<file path="src/rtl/gb_cpu_interrupt_ctrl.sv">
// Game Boy interrupt controller: IE/IF/IME state, priority resolution and
// the five M-cycle dispatch sequence feeding the register file.
module gb_cpu_interrupt_ctrl (
    input  logic        clk,
    input  logic        reset,
    input  logic [4:0]  irq_req,
    input  logic        bus_wren,
    input  logic [15:0] bus_addr,
    input  logic [7:0]  bus_wdata,
    input  logic        ei_cmd,
    input  logic        di_cmd,
    input  logic        reti_cmd,
    input  logic        last_m_cycle,
    input  logic        halt,
    output logic [7:0]  ie_reg,
    output logic [7:0]  if_reg,
    output logic        ime,
    output logic        interrupt_queued,
    output logic        interrupt_queued_no_IME,
    output logic        dispatch_active,
    output logic [2:0]  dispatch_step,
    output logic        write_interrupt_vector,
    output logic [7:0]  interrupt_vector
);

    typedef enum logic [2:0] {
        IDLE = 3'd0, D1 = 3'd1, D2 = 3'd2, D3 = 3'd3, D4 = 3'd4, D5 = 3'd5
    } state_t;

    state_t      state_q, state_d;
    logic [7:0]  ie_q, ie_d;
    logic [4:0]  if_q, if_d;
    logic        ime_q, ime_d;
    logic        ime_pend_q, ime_pend_d;
    logic [7:0]  vec_q, vec_d;
    logic [4:0]  clr_q, clr_d;

    logic        ie_wr, if_wr, any_pending, start, active;
    logic [4:0]  pending, dispatch_clear, pend_resolve;

    always_comb begin
        ie_wr          = bus_wren && (bus_addr == 16'hFFFF);
        if_wr          = bus_wren && (bus_addr == 16'hFF0F);
        pending        = ie_q[4:0] & if_q;
        any_pending    = |pending;
        active         = (state_q != IDLE);
        dispatch_clear = (state_q == D5) ? clr_q : 5'd0;
        ie_d           = ie_wr ? bus_wdata : ie_q;
        // A fresh request beats both a bus write and the dispatch clear.
        if_d           = ((if_wr ? bus_wdata[4:0] : if_q) & ~dispatch_clear) | irq_req;
        start          = !active && ime_q && any_pending && (last_m_cycle || halt);

        state_d = IDLE;
        case (state_q)
            IDLE:    state_d = start ? D1 : IDLE;
            D1:      state_d = D2;
            D2:      state_d = D3;
            D3:      state_d = D4;
            D4:      state_d = D5;
            default: state_d = IDLE;
        endcase

        // Resolve against IE/IF as they will stand after the PC-high push.
        vec_d        = vec_q;
        clr_d        = clr_q;
        pend_resolve = ie_d[4:0] & if_d;
        if (state_q == D3) begin
            vec_d = 8'h00;
            clr_d = 5'd0;
            for (int n = 4; n >= 0; n--) begin
                if (pend_resolve[n]) begin
                    vec_d = 8'h40 | {2'b00, 3'(n), 3'b000};
                    clr_d = 5'd1 << n;
                end
            end
        end

        ime_d      = ime_q;
        ime_pend_d = ime_pend_q;
        if (start) begin
            ime_d      = 1'b0;
            ime_pend_d = 1'b0;
        end else if (!active) begin
            if (di_cmd) begin
                ime_d      = 1'b0;
                ime_pend_d = 1'b0;
            end else begin
                if (reti_cmd && last_m_cycle) ime_d = 1'b1;
                if (ime_pend_q && last_m_cycle) begin
                    ime_d      = 1'b1;
                    ime_pend_d = 1'b0;
                end
                if (ei_cmd && last_m_cycle) ime_pend_d = 1'b1;
            end
        end
    end

    always_ff @(posedge clk) begin
        if (reset) begin
            state_q    <= IDLE;
            ie_q       <= 8'h00;
            if_q       <= 5'h01;
            ime_q      <= 1'b0;
            ime_pend_q <= 1'b0;
            vec_q      <= 8'h00;
            clr_q      <= 5'd0;
        end else begin
            state_q    <= state_d;
            ie_q       <= ie_d;
            if_q       <= if_d;
            ime_q      <= ime_d;
            ime_pend_q <= ime_pend_d;
            vec_q      <= vec_d;
            clr_q      <= clr_d;
        end
    end

    assign ie_reg                  = ie_q;
    assign if_reg                  = {3'b111, if_q};
    assign ime                     = ime_q;
    assign interrupt_queued        = ime_q && any_pending;
    assign interrupt_queued_no_IME = !ime_q && any_pending;
    assign dispatch_active         = active;
    assign dispatch_step           = state_q;
    assign write_interrupt_vector  = (state_q == D5);
    assign interrupt_vector        = (state_q == D5) ? vec_q : 8'h00;

endmodule
</file>
<file path="config.mk">
export PLATFORM = sky130hd
export DESIGN_NAME = gb_cpu_interrupt_ctrl
export DESIGN_NICKNAME = d
export VERILOG_FILES = /design/src/rtl/gb_cpu_interrupt_ctrl.sv
export SDC_FILE = /design/constraint.sdc
export NUM_CORES = 1
export LEC_CHECK = 0
export ABC_AREA = 1
export BUFFER_PORTS_ARGS = -buffer_cell sky130_fd_sc_hd__buf_4
export CORE_MARGIN = 2
export CORE_UTILIZATION = 47
export DETAILED_ROUTE_END_ITERATION = 16
export GPL_ROUTABILITY_DRIVEN = 0
export PLACE_DENSITY = 0.79
export SYNTH_ARGS = -nofsm -noshare
export SYNTH_HDL_FRONTEND = slang
export SYNTH_SLANG_ARGS = --single-unit
</file>
<file path="constraint.sdc">
create_clock -name clk -period 1.6 [get_ports clk]
set_input_delay 0.32 -clock clk [delete_from_list [all_inputs] [get_ports clk]]
set_output_delay 0.32 -clock clk [all_outputs]
set_load 0.01 [all_outputs]
</file>
==> results of run 1 <==
-- worst paths after layout --
kind	to	slack, ns
max	interrupt_queued	-0.08
min	if_q[0]	0.20
max reg2reg	vec_q[5]	-0.03
min reg2reg	vec_q[3]	0.49
-- power by group through the flow --
stage | Clock, W | Combinational [W] | Sequential [W]
floorplan | 0 | 0.0000902 | 0.000681
global placement | 0 | 0.000188 | 0.000678
detailed placement | 0 | 0.000191 | 0.000678
CTS | 0.000467 | 0.000193 | 0.000665
global route | 0.000497 | 0.000217 | 0.000666
finish | 0.000467 | 0.000195 | 0.000664
-- kinds of logic after synthesis --
family	Yosys count	synth area share [%]
other cells	2	0.4760
simple gates	118	40.13
buf+inv	51	13.80
compound gates	31	12.61
flops	26	32.99
-- synth_stat cells --
cell       n
nand3_2    5
a211oi_1   1
nand2_2    9
nand4_1    1
nand2_4    2
buf_4      7
nor2_2     2
nand3_1   11
conb_1     2
nand4_2    2
nor3_1     4
nor2_1    24
nor3_4     1
nor2_4     2
o211ai_1   2
dfxtp_1   26
a21oi_1   11
nor2_8     2
clkbuf_1   2
a31oi_1    2
a21oi_4    1
nand2_1   52
inv_1     37
o21ai_0    8
a21oi_2    5
o21ai_2    1
inv_2      5
nand4_4    1
-- per-stage QoR --
step,util [%],total power (W),setup WS (ns)
after global placement,64.99,0.0008660,-0.09616
after global routing,72.84,0.001380,-0.1469
after CTS,69.07,0.001325,-0.02770
after floorplan,-,0.0007716,0.1012
after detailed placement,64.99,0.0008698,-0.09087
final,72.84,0.001327,-0.07992
-- critical path, stage by stage, from the launching register on --
cell	delay (ns)
dfxtp_2	0.37
nand2_2	0.06
o21ai_2	0.05
a211oi_2	0.28
nor2_1	0.11
buf_4	0.16
-- layout make-up --
class                      instances  area, sq um
clock buffer                       3        22.52
clock inverter                     1        30.03
fill                             255        892.1
inverter                          42        167.7
multi-input combinational        156        925.9
sequential                        26        535.5
tap                               46        57.56
timing repair buffer              84        653.1
-- per-layer routing --
metal / vias to the layer above / track usage [%] / share of wire (%) / routed length [um]
li1: 866 / - / - / -
met1: 771 / 27.16 / 41 / 1828
met2: 62 / 41.52 / 52 / 2329
met3: 5 / 2.692 / 5.8 / 260
met4: 0 / 8.207 / 1.2 / 53
met5: - / 0 / 0 / 0
-- what timing repair did --
action,4_1_cts,5_1_grt
gates resized for setup,19,31
endpoints found under the setup margin,6,17
buffers inserted,7,7
gates cloned,0,0
pin swaps,5,8
==> impl_results.md, run 1 <==
* DRC at 0
* Design Area, Final at 2392 sq um
* Hold Buf Count CTS at 0
* Hold slack at between 0.2 and 0.25 ns
* Largest net degree at the start of global routing at 19
* HP Class: primary input to flop
* Final setup viols at 6
* Routed WL at 4471 um
* Max-Cap Viols at 0
* Die span in y at about 62 um
* GRT Resource Usage Total at roughly 23%
* Most common cell after layout, fill and taps aside: buf_4
* # IOs at 69
* H-tree depth at 1
* Router iterations before antenna repair at 5
* Crit path from: if_q[3]
* Root Driver: clkbuf_4
* Clock transition at path regs at roughly 0.15 ns
* Antenna Nets Post-Route at 0
* Crit-path max FO at 2
* LEAKAGE at approximately 1.2 nW
* Critical Path AT at 1.36 ns
* Mapped cell area at 1578 sq um
* Unrepaired setup endpoints after global routing: true
* Row count at 21
* Drt via density at 4.760
* Clock network latency to the later pin of the worst-skew pair at between 0.3 and 0.4 ns
* I/O Buffers at 61
* Yosys cell types at 28
* Final slew viol count at 0
* ANT cells at 0
* Fin crit share at 105.0%
* FF+latch count, synth at 26
* Internal power at 0.001008 W
* Critical Path End Type: output port
* Sequential share of power at about 50%
* Area after DPL at 2135 sq um
* Reg2reg path depth at 11
* Chip width at 61.94 um
* Switching pwr at between 0.0003 and 0.0004 W
* CTS tree: done
* Initial core utilization at roughly 48%
* Net Sw Frac at around a quarter
* Top-area cell type share of the netlist area at about a third
* Share of post-route cells with drive strength above 1 at about half
* Minimum clock period at 1.680 ns
* Status: finished, violations left
* Final worst setup slack at -0.07992 ns
* Most area-consuming cells after synthesis: dfxtp_1 33%, nand2_1 12%, inv_1 8.8%
* Power per cell area at between 500 and 600 nW/um^2
* Vias in the first global route at 1,527
* Final net count at 350
* Yosys warnings at 0
* Area Overhead vs Synth at 51.63%
* Clk buf depth at 2
* Fmax at between 0.5 and 0.6 GHz
* Clock share of power at 35.2%
* Seq/Total Area, Yosys at 32.99%
* WL per Instance at about 12 um
* CTS buffer count at 3
* Grt total ovfl at 0
* Final setup TNS at -0.2009 ns
* Post-route insts no fill at 358
* Die area at 3837 sq um
* Detailed placement HPWL at 3144 um
* Synth area leader: dfxtp_1
* Mapped Cells at 228
* First-pass GRT wire length at 6458 um
* Clk_skew at approximately 0.010 ns
* WP data required at 1.28 ns
* Number of DRC markers in iteration 0 at 90
* Peak supply drop at roughly 0.30 mV
* Setup crit start kind: flop
* Largest register FFs at 8
* Setup Crit Path Kind: flop to output port
* Core Region at between 3000 and 4000 sq um
* Highest-count cells in the layout ignoring fill and taps: 78 x buf_4, 46 x nand2_1, 29 x inv_1
* Via count at 1,704
* Hold Vio Cnt, Final at 0
* Synthesized area per cell at 6.920 sq um
* Num Clock Sinks at 26
* Reg2Reg Launch Point: dispatch_step[1]
* Placed cells at roughly 340
* Hold_sp: irq_req[0]
* Hold path depth at 3
* Logic gate share of total power at about 15%
* Initial antenna violation count at 0
* Violations in the final reports: setup timing
Note: power is estimated with default switching activity, not from simulation.
==> inputs of run 2 (changes only) <==
--- a/config.mk
+++ b/config.mk
@@ -12,6 +12,7 @@
 export DETAILED_ROUTE_END_ITERATION = 16
 export GPL_ROUTABILITY_DRIVEN = 0
 export PLACE_DENSITY = 0.79
+export REMOVE_ABC_BUFFERS = 1
 export SYNTH_ARGS = -nofsm -noshare
 export SYNTH_HDL_FRONTEND = slang
 export SYNTH_SLANG_ARGS = --single-unit
==> run 2 against run 1 <==
The run still ends with setup timing left. Design area decreased by 2.8%. Combinational power hardly changed. Routed wire length is 14% lower. Critical path type unchanged. Critical endpoint unchanged. Clock power is 28% lower. Cell count is 0.84% lower. First-iteration DRC count shrank 14%. Sequential share of layout area up 0.60 points. Flip-flop and latch count unchanged. Non-clock buffer count fell by 3.
==> impl_results.md, run 2 (same netlist as run 1, synthesis figures left out) <==
* Status: finished, violations left (unchanged)
* Violations in the final reports: setup timing (unchanged)
* Router iterations before antenna repair at 4 (was 5)
* Die span in y at 61.94 um (unchanged)
* Crit-path max FO at 2 (unchanged)
* Drt via density at 4.645 (was 4.760)
* Critical Path End Type: output port (unchanged)
* Final net count at 347 (was 350)
* Setup WS pre-CTS at -0.07820 ns (was -0.09087 ns)
* # fillers at 272 (was 255)
* Fmax at 0.6080 GHz (was 0.5953 GHz)
* # IOs at 69 (unchanged)
* CP max stage cell: dfxtp_2 (unchanged)
* H-tree depth at 1 (unchanged)
* WL per Instance at 10.86 um (was 12.49 um)
* Minimum clock period at 1.645 ns (was 1.680 ns)
* Setup crit start kind: flop (unchanged)
* Clock network latency to the later pin of the worst-skew pair at 0.33 ns (was 0.34 ns)
* Unrepaired setup endpoints after global routing: true (unchanged)
* LEAKAGE at 1.167 nW (was 1.210 nW)
* Row count at 21 (unchanged)
* Core Region at 3284 sq um (unchanged)
* Clock transition at path regs at 0.15 ns (about the same)
* Area Overhead vs Synth at 47.34% (was 51.63%)
* First-pass GRT wire length at 6016 um (was 6458 um)
* Fin crit share at 102.8% (was 105.0%)
* Reg2Reg Launch Point: dispatch_step[2] (was dispatch_step[1])
* Peak supply drop at 0.4359 mV (was 0.3029 mV)
* Largest net degree at the start of global routing at 19 (unchanged)
* Share of post-route cells with drive strength above 1 at 51.13% (was 50.96%)
* Power per cell area at 515.1 nW/um^2 (was 554.7 nW/um^2)
* WP data required at 1.28 ns (about the same)
* Root Driver: clkbuf_4 (unchanged)
* DRC at 0 (unchanged)
* I/O Buffers at 61 (unchanged)
* Largest register FFs at 8 (unchanged)
* Clk_skew at 0.01566 ns (was 0.01020 ns)
* Initial antenna violation count at 0 (unchanged)
* Setup Crit Path Kind: flop to output port (unchanged)
* Number of DRC markers in iteration 0 at 77 (was 90)
* Delay-heaviest family, CP: flip-flops (unchanged)
* Final setup TNS at -0.1509 ns (was -0.2009 ns)
* GRT Resource Usage Total at 20.88% (was 22.76%)
* ANT cells at 0 (unchanged)
* Final worst setup slack at -0.04474 ns (was -0.07992 ns)
* Grt total ovfl at 0 (unchanged)
* Final setup viols at 6 (unchanged)
* Vias in the first global route at 1,439 (was 1,527)
* Hold Vio Cnt, Final at 0 (unchanged)
* Crit-path max cell delay at 0.36 ns (was 0.37 ns)
* Most common cell after layout, fill and taps aside: buf_4 (unchanged)
* Max-Cap Viols at 0 (unchanged)
* Crit path from: if_q[3] (unchanged)
* Critical Path AT at 1.32 ns (was 1.36 ns)
* CTS buffer count at 3 (unchanged)
* Chip width at 61.94 um (unchanged)
* Num Clock Sinks at 26 (unchanged)
* CTS tree: done (unchanged)
* Clk buf depth at 2 (unchanged)
* Detailed placement HPWL at 2990 um (was 3144 um)
* Final slew viol count at 0 (unchanged)
* Routed WL at 3854 um (was 4471 um)
* Worst path bufs/invs at 1 (unchanged)
* Highest-count cells in the layout ignoring fill and taps: 77 x buf_4, 45 x nand2_1, 31 x inv_1 (was 78 x buf_4, 46 x nand2_1, 29 x inv_1)
* Antenna Nets Post-Route at 0 (unchanged)
* Hold_sp: irq_req[0] (unchanged)
* Power Total at 0.001198 W (was 0.001327 W)
* Via count at 1,649 (was 1,704)
* Die area at 3837 sq um (unchanged)
* CP Cell Sequence: nand2_2, o21ai_2, a211oi_2, nor2_1, buf_4 (unchanged)
* HP Class: primary input to flop (unchanged)
* Initial core utilization at 48.04% (unchanged)
## run 2: power by group
group | internal (W) | leakage, nW | switching (W)
clock network | 0.000139 | 0.0210 | 0.000198
registers | 0.000658 | 0.215 | 0.00000762
logic | 0.0000984 | 0.931 | 0.0000959
## run 2: tightest hold or removal path, delay by kind of cell
family | cells | cell delay (ns)
buffers and inverters | 2 | 0.12
AND/OR/NAND/NOR | 1 | 0.07
## run 2: final timing paths
| check | endpoint | slack, ns | cells after the start |
|---|---|---|---|
| setup / recovery | interrupt_queued | -0.04 | 5 |
| hold / removal | if_q[0] | 0.21 | 3 |
| hold reg to reg | vec_q[3] | 0.49 | 2 |
| setup reg to reg | clr_q[2] | 0.02 | 11 |
## run 2: final cells by class
cell class	instances	area (sq um)	area share, %
flip-flops and latches	26	534.3	22.98
clock buffers	4	36.28	1.561
inverters	42	160.2	6.889
multi-input cells	156	913.4	39.29
repair buffers	81	623.1	26.80
well taps	46	57.56	2.476
## run 2: timing repair
| action | in CTS | in global routing |
|---|---|---|
| setup endpoints to repair | 7 | 18 |
| setup buffers | 11 | 1 |
| pin swaps | 6 | 7 |
| hold buffers | 0 | 0 |
| resized for setup | 17 | 25 |
## run 2: metrics by stage
step / std cells / area, sq um / hold slack (ns) / utilization [%]
after floorplan: 224 / 1536 / 0.3824 / -
after global placement: 340 / 2120 / 0.4556 / 64.53
after detailed placement: 340 / 2120 / 0.4653 / 64.53
after CTS: 355 / 2262 / 0.1954 / 68.88
after global routing: 355 / 2325 / 0.1976 / 70.78
final: 355 / 2325 / 0.2057 / 70.78
## run 2: layer usage
| layer | up-vias | share of wire (%) | wire, um | track usage (%) |
|---|---|---|---|---|
| met5 | - | 0 | 0 | 0 |
| met3 | 2 | 6.0 | 232 | 2.484 |
| met1 | 736 | 44 | 1709 | 27.66 |
| li1 | 862 | - | - | - |
| met4 | 0 | 0.26 | 10 | 4.559 |
| met2 | 49 | 49 | 1902 | 36.31 |
==> inputs of run 3 (changes only) <==
--- a/config.mk
+++ b/config.mk
@@ -8,10 +8,10 @@
 export ABC_AREA = 1
 export BUFFER_PORTS_ARGS = -buffer_cell sky130_fd_sc_hd__buf_4
 export CORE_MARGIN = 2
-export CORE_UTILIZATION = 47
+export CORE_UTILIZATION = 42
 export DETAILED_ROUTE_END_ITERATION = 16
 export GPL_ROUTABILITY_DRIVEN = 0
-export PLACE_DENSITY = 0.79
+export PLACE_DENSITY = 0.75
 export REMOVE_ABC_BUFFERS = 1
 export SYNTH_ARGS = -nofsm -noshare
 export SYNTH_HDL_FRONTEND = slang
==> constraint.sdc (replaced) <==
create_clock -name clk -period 1.5 [get_ports clk]
set_input_delay 0.3 -clock clk [delete_from_list [all_inputs] [get_ports clk]]
set_output_delay 0.3 -clock clk [all_outputs]
set_load 0.01 [all_outputs]
==> run 3 against run 2 <==
The run still ends with setup timing left. Worst setup slack got worse by 0.039 ns. Clock-buffer cell count unchanged. Register-to-register slack got worse by 0.06 ns. Sequential share of layout area decreased by 0.44 points. Critical path depth increased by 1. Combinational power increased by 9%. Die area increased by 11%. Flip-flop and latch count unchanged. Routed wire length increased by 4.4%. Sequential power increased by 6.5%. Hold slack improved by 0.030 ns. Design area increased by 1.5%. Critical path type unchanged.
==> impl_results.md, run 3 (same netlist as run 1, synthesis figures left out) <==
* Peak supply drop at 0.2954 mV (was 0.4359 mV)
* Number of DRC markers in iteration 0 at 37 (was 77)
* WP data required at 1.20 ns (was 1.28 ns)
* I/O Buffers at 61 (unchanged)
* Switching pwr at 0.0003437 W (was 0.0003015 W)
* Setup Crit Path Kind: flop to output port (unchanged)
* Initial core utilization at 43.42% (was 48.04%)
* Drt via density at 4.617 (was 4.645)
* CP Cell Sequence: inv_2, nor3_4, buf_4, inv_2, nor2_1, buf_4 (was nand2_2, o21ai_2, a211oi_2, nor2_1, buf_4)
* Initial antenna violation count at 0 (unchanged)
* Highest-count cells in the layout ignoring fill and taps: 85 x buf_4, 48 x nand2_1, 30 x inv_1 (was 77 x buf_4, 45 x nand2_1, 31 x inv_1)
* Via count at 1,676 (was 1,649)
* Vias in the first global route at 1,550 (was 1,439)
* Reg2reg setup slack at -0.04 ns (was 0.02 ns)
* Power per cell area at 588.8 nW/um^2 (was 515.1 nW/um^2)
* RR Endpoint: clr_q[2] (unchanged)
* Core Region at 3633 sq um (was 3284 sq um)
* GRT Resource Usage Total at 19.65% (was 20.88%)
* CTS buffer count at 3 (unchanged)
* Fmax at between 0.6 and 0.7 GHz
* Final worst setup slack at -0.08409 ns (was -0.04474 ns)
* Setup crit end: interrupt_vector[3] (was interrupt_queued)
* Max-Cap Viols at 0 (unchanged)
* Unrepaired setup endpoints after global routing: true (unchanged)
* Internal power at 0.001045 W (was 0.0008960 W)
* CTS tree: done (unchanged)
* Reg2reg path depth at 11 (unchanged)
* Routed WL at 4023 um (was 3854 um)
* Die area at 4263 sq um (was 3837 sq um)
* Crit-path max cell delay at 0.34 ns (was 0.36 ns)
* Critical Path End Type: output port (unchanged)
* Critical Path AT at 1.28 ns (was 1.32 ns)
* Fin crit share at 105.6%
* # IOs at 69 (unchanged)
* Root Driver: clkbuf_8 (was clkbuf_4)
* Num Clock Sinks at 26 (unchanged)
* Placed cells at 350 (was 340)
* Minimum clock period at between 1.5 and 2 ns
* Reg2Reg Launch Point: dispatch_step[2] (unchanged)
* Largest register FFs at 8 (unchanged)
* Crit-path max FO at 4 (was 2)
* Clock share of power at 33.7% (was 28.2%)
* Post-route insts no fill at 363 (was 355)
* Largest net degree at the start of global routing at 19 (unchanged)
* H-tree depth at 1 (unchanged)
* HP Class: primary input to flop (unchanged)
* LEAKAGE at 1.201 nW (was 1.167 nW)
* Die span in y at 65.29 um (was 61.94 um)
* First-pass GRT wire length at 6575 um (was 6016 um)
* Share of post-route cells with drive strength above 1 at 49.21% (was 51.13%)
* ANT cells at 0 (unchanged)
* Clk_skew at 0.006253 ns (was 0.01566 ns)
* Storage cell area at 531.8 sq um (was 534.3 sq um)
* Multi-input logic area at 893.4 sq um (was 913.4 sq um)
* Clk buf depth at 2 (unchanged)
* Antenna Nets Post-Route at 0 (unchanged)
* Sequential share of power at 51.1% (was 55.6%)
* Router iterations before antenna repair at 4 (unchanged)
* Detailed placement HPWL at 3043 um (was 2990 um)
* Status: finished, violations left (unchanged)
* Final setup viols at 12 (was 6)
* Net Sw Frac at 24.75% (was 25.18%)
* DRC at 0 (unchanged)
* CP max stage cell: dfxtp_2 (unchanged)
* Setup crit start kind: flop (unchanged)
* Hold Buf Count CTS at 0 (unchanged)
* Final slew viol count at 0 (unchanged)
* Clock network latency to the later pin of the worst-skew pair at 0.28 ns (was 0.33 ns)
* Hold slack at 0.2354 ns (was 0.2057 ns)
* Row count at 22 (was 21)
* Clock transition at path regs at 0.09 ns (was 0.15 ns)
* Crit path from: dispatch_step[2] (was if_q[3])
* Most common cell after layout, fill and taps aside: buf_4 (unchanged)
* Grt total ovfl at 0 (unchanged)
* WL per Instance at 11.08 um (was 10.86 um)
* Final setup TNS at -0.4903 ns (was -0.1509 ns)
* Hold Vio Cnt, Final at 0 (unchanged)
* Setup WS pre-CTS at -0.1749 ns (was -0.07820 ns)
* Chip width at 65.29 um (was 61.94 um)
* Final net count at 353 (was 347)
* Area Overhead vs Synth at 49.48% (was 47.34%)
* # fillers at 338 (was 272)
* Logic gate share of total power at 15.3% (was 16.2%)
* Violations in the final reports: setup timing (unchanged)
run 3: cell count changes in the layout (fill, tap and decap cells not counted), moves of 3 or more:
cell	change
nand2_1	+3
buf_4	+8
clkbuf_8	+3
clkbuf_4	-3
nor2_2	-3
nand2_2	-3
run 3: worst max-delay path: cells and delay by family (launching register included):
kind / cells / cell delay (ns)
DFF: 1 / 0.34
buffers and inverters: 4 / 0.36
and+or+nand+nor: 2 / 0.31
run 3: worst min path at each step:
stage / from / to / slack, ns / cells after the start
detailed placement: clr_q[1] / clr_q[1] / 0.46 / 2
finish: irq_req[0] / if_q[0] / 0.24 / 3
global route: irq_req[0] / if_q[0] / 0.24 / 3
global placement: clr_q[1] / clr_q[1] / 0.46 / 2
floorplan: reset / clr_q[2] / 0.36 / 1
CTS: irq_req[0] / if_q[0] / 0.24 / 3
run 3: timing repair:
| item | 4_1_cts | 5_1_grt |
|---|---|---|
| pin swaps | 6 | 7 |
| hold endpoints to repair | 0 | 0 |
| gates resized for setup | 20 | 11 |
| gates cloned | 0 | 0 |
| setup buffers | 8 | 3 |
| setup endpoints to repair | 14 | 16 |
run 3: per-stage QoR:
step | util [%] | power (W) | instance area (sq um)
2_1_floorplan | - | 0.0008024 | 1536
3_3_place_gp | 60.06 | 0.0009232 | 2182
3_5_place_dp | 60.06 | 0.0009257 | 2182
4_1_cts | 63.88 | 0.001378 | 2321
5_1_grt | 64.91 | 0.001457 | 2359
6_report | 64.91 | 0.001389 | 2359
run 3: per-layer routing:
layer  wire length [um]  vias up  global-route usage (%)
met2               2062       46                   35.71
met1               1724      755                   24.04
met5                  0        -                       0
met4                 27        0                   4.688
li1                   -      872                       -
met3                208        3                   3.253
run 3: layout make-up:
cell class | count | area share, %
Multi-Input combinational cell | 156 | 37.88
Tap cell | 48 | 2.546
Clock buffer | 4 | 2.334
Sequential cell | 26 | 22.55
Timing Repair Buffer | 87 | 28.01
Inverter | 42 | 6.684
run 3: power groups by stage:
stage / combinational [W] / sequential (W) / clock [W]
after detailed placement: 0.000202 / 0.000724 / 0
after floorplan: 0.0000755 / 0.000727 / 0
after global placement: 0.000200 / 0.000724 / 0
final: 0.000212 / 0.000709 / 0.000467
after global routing: 0.000234 / 0.000711 / 0.000512
after CTS: 0.000207 / 0.000709 / 0.000463
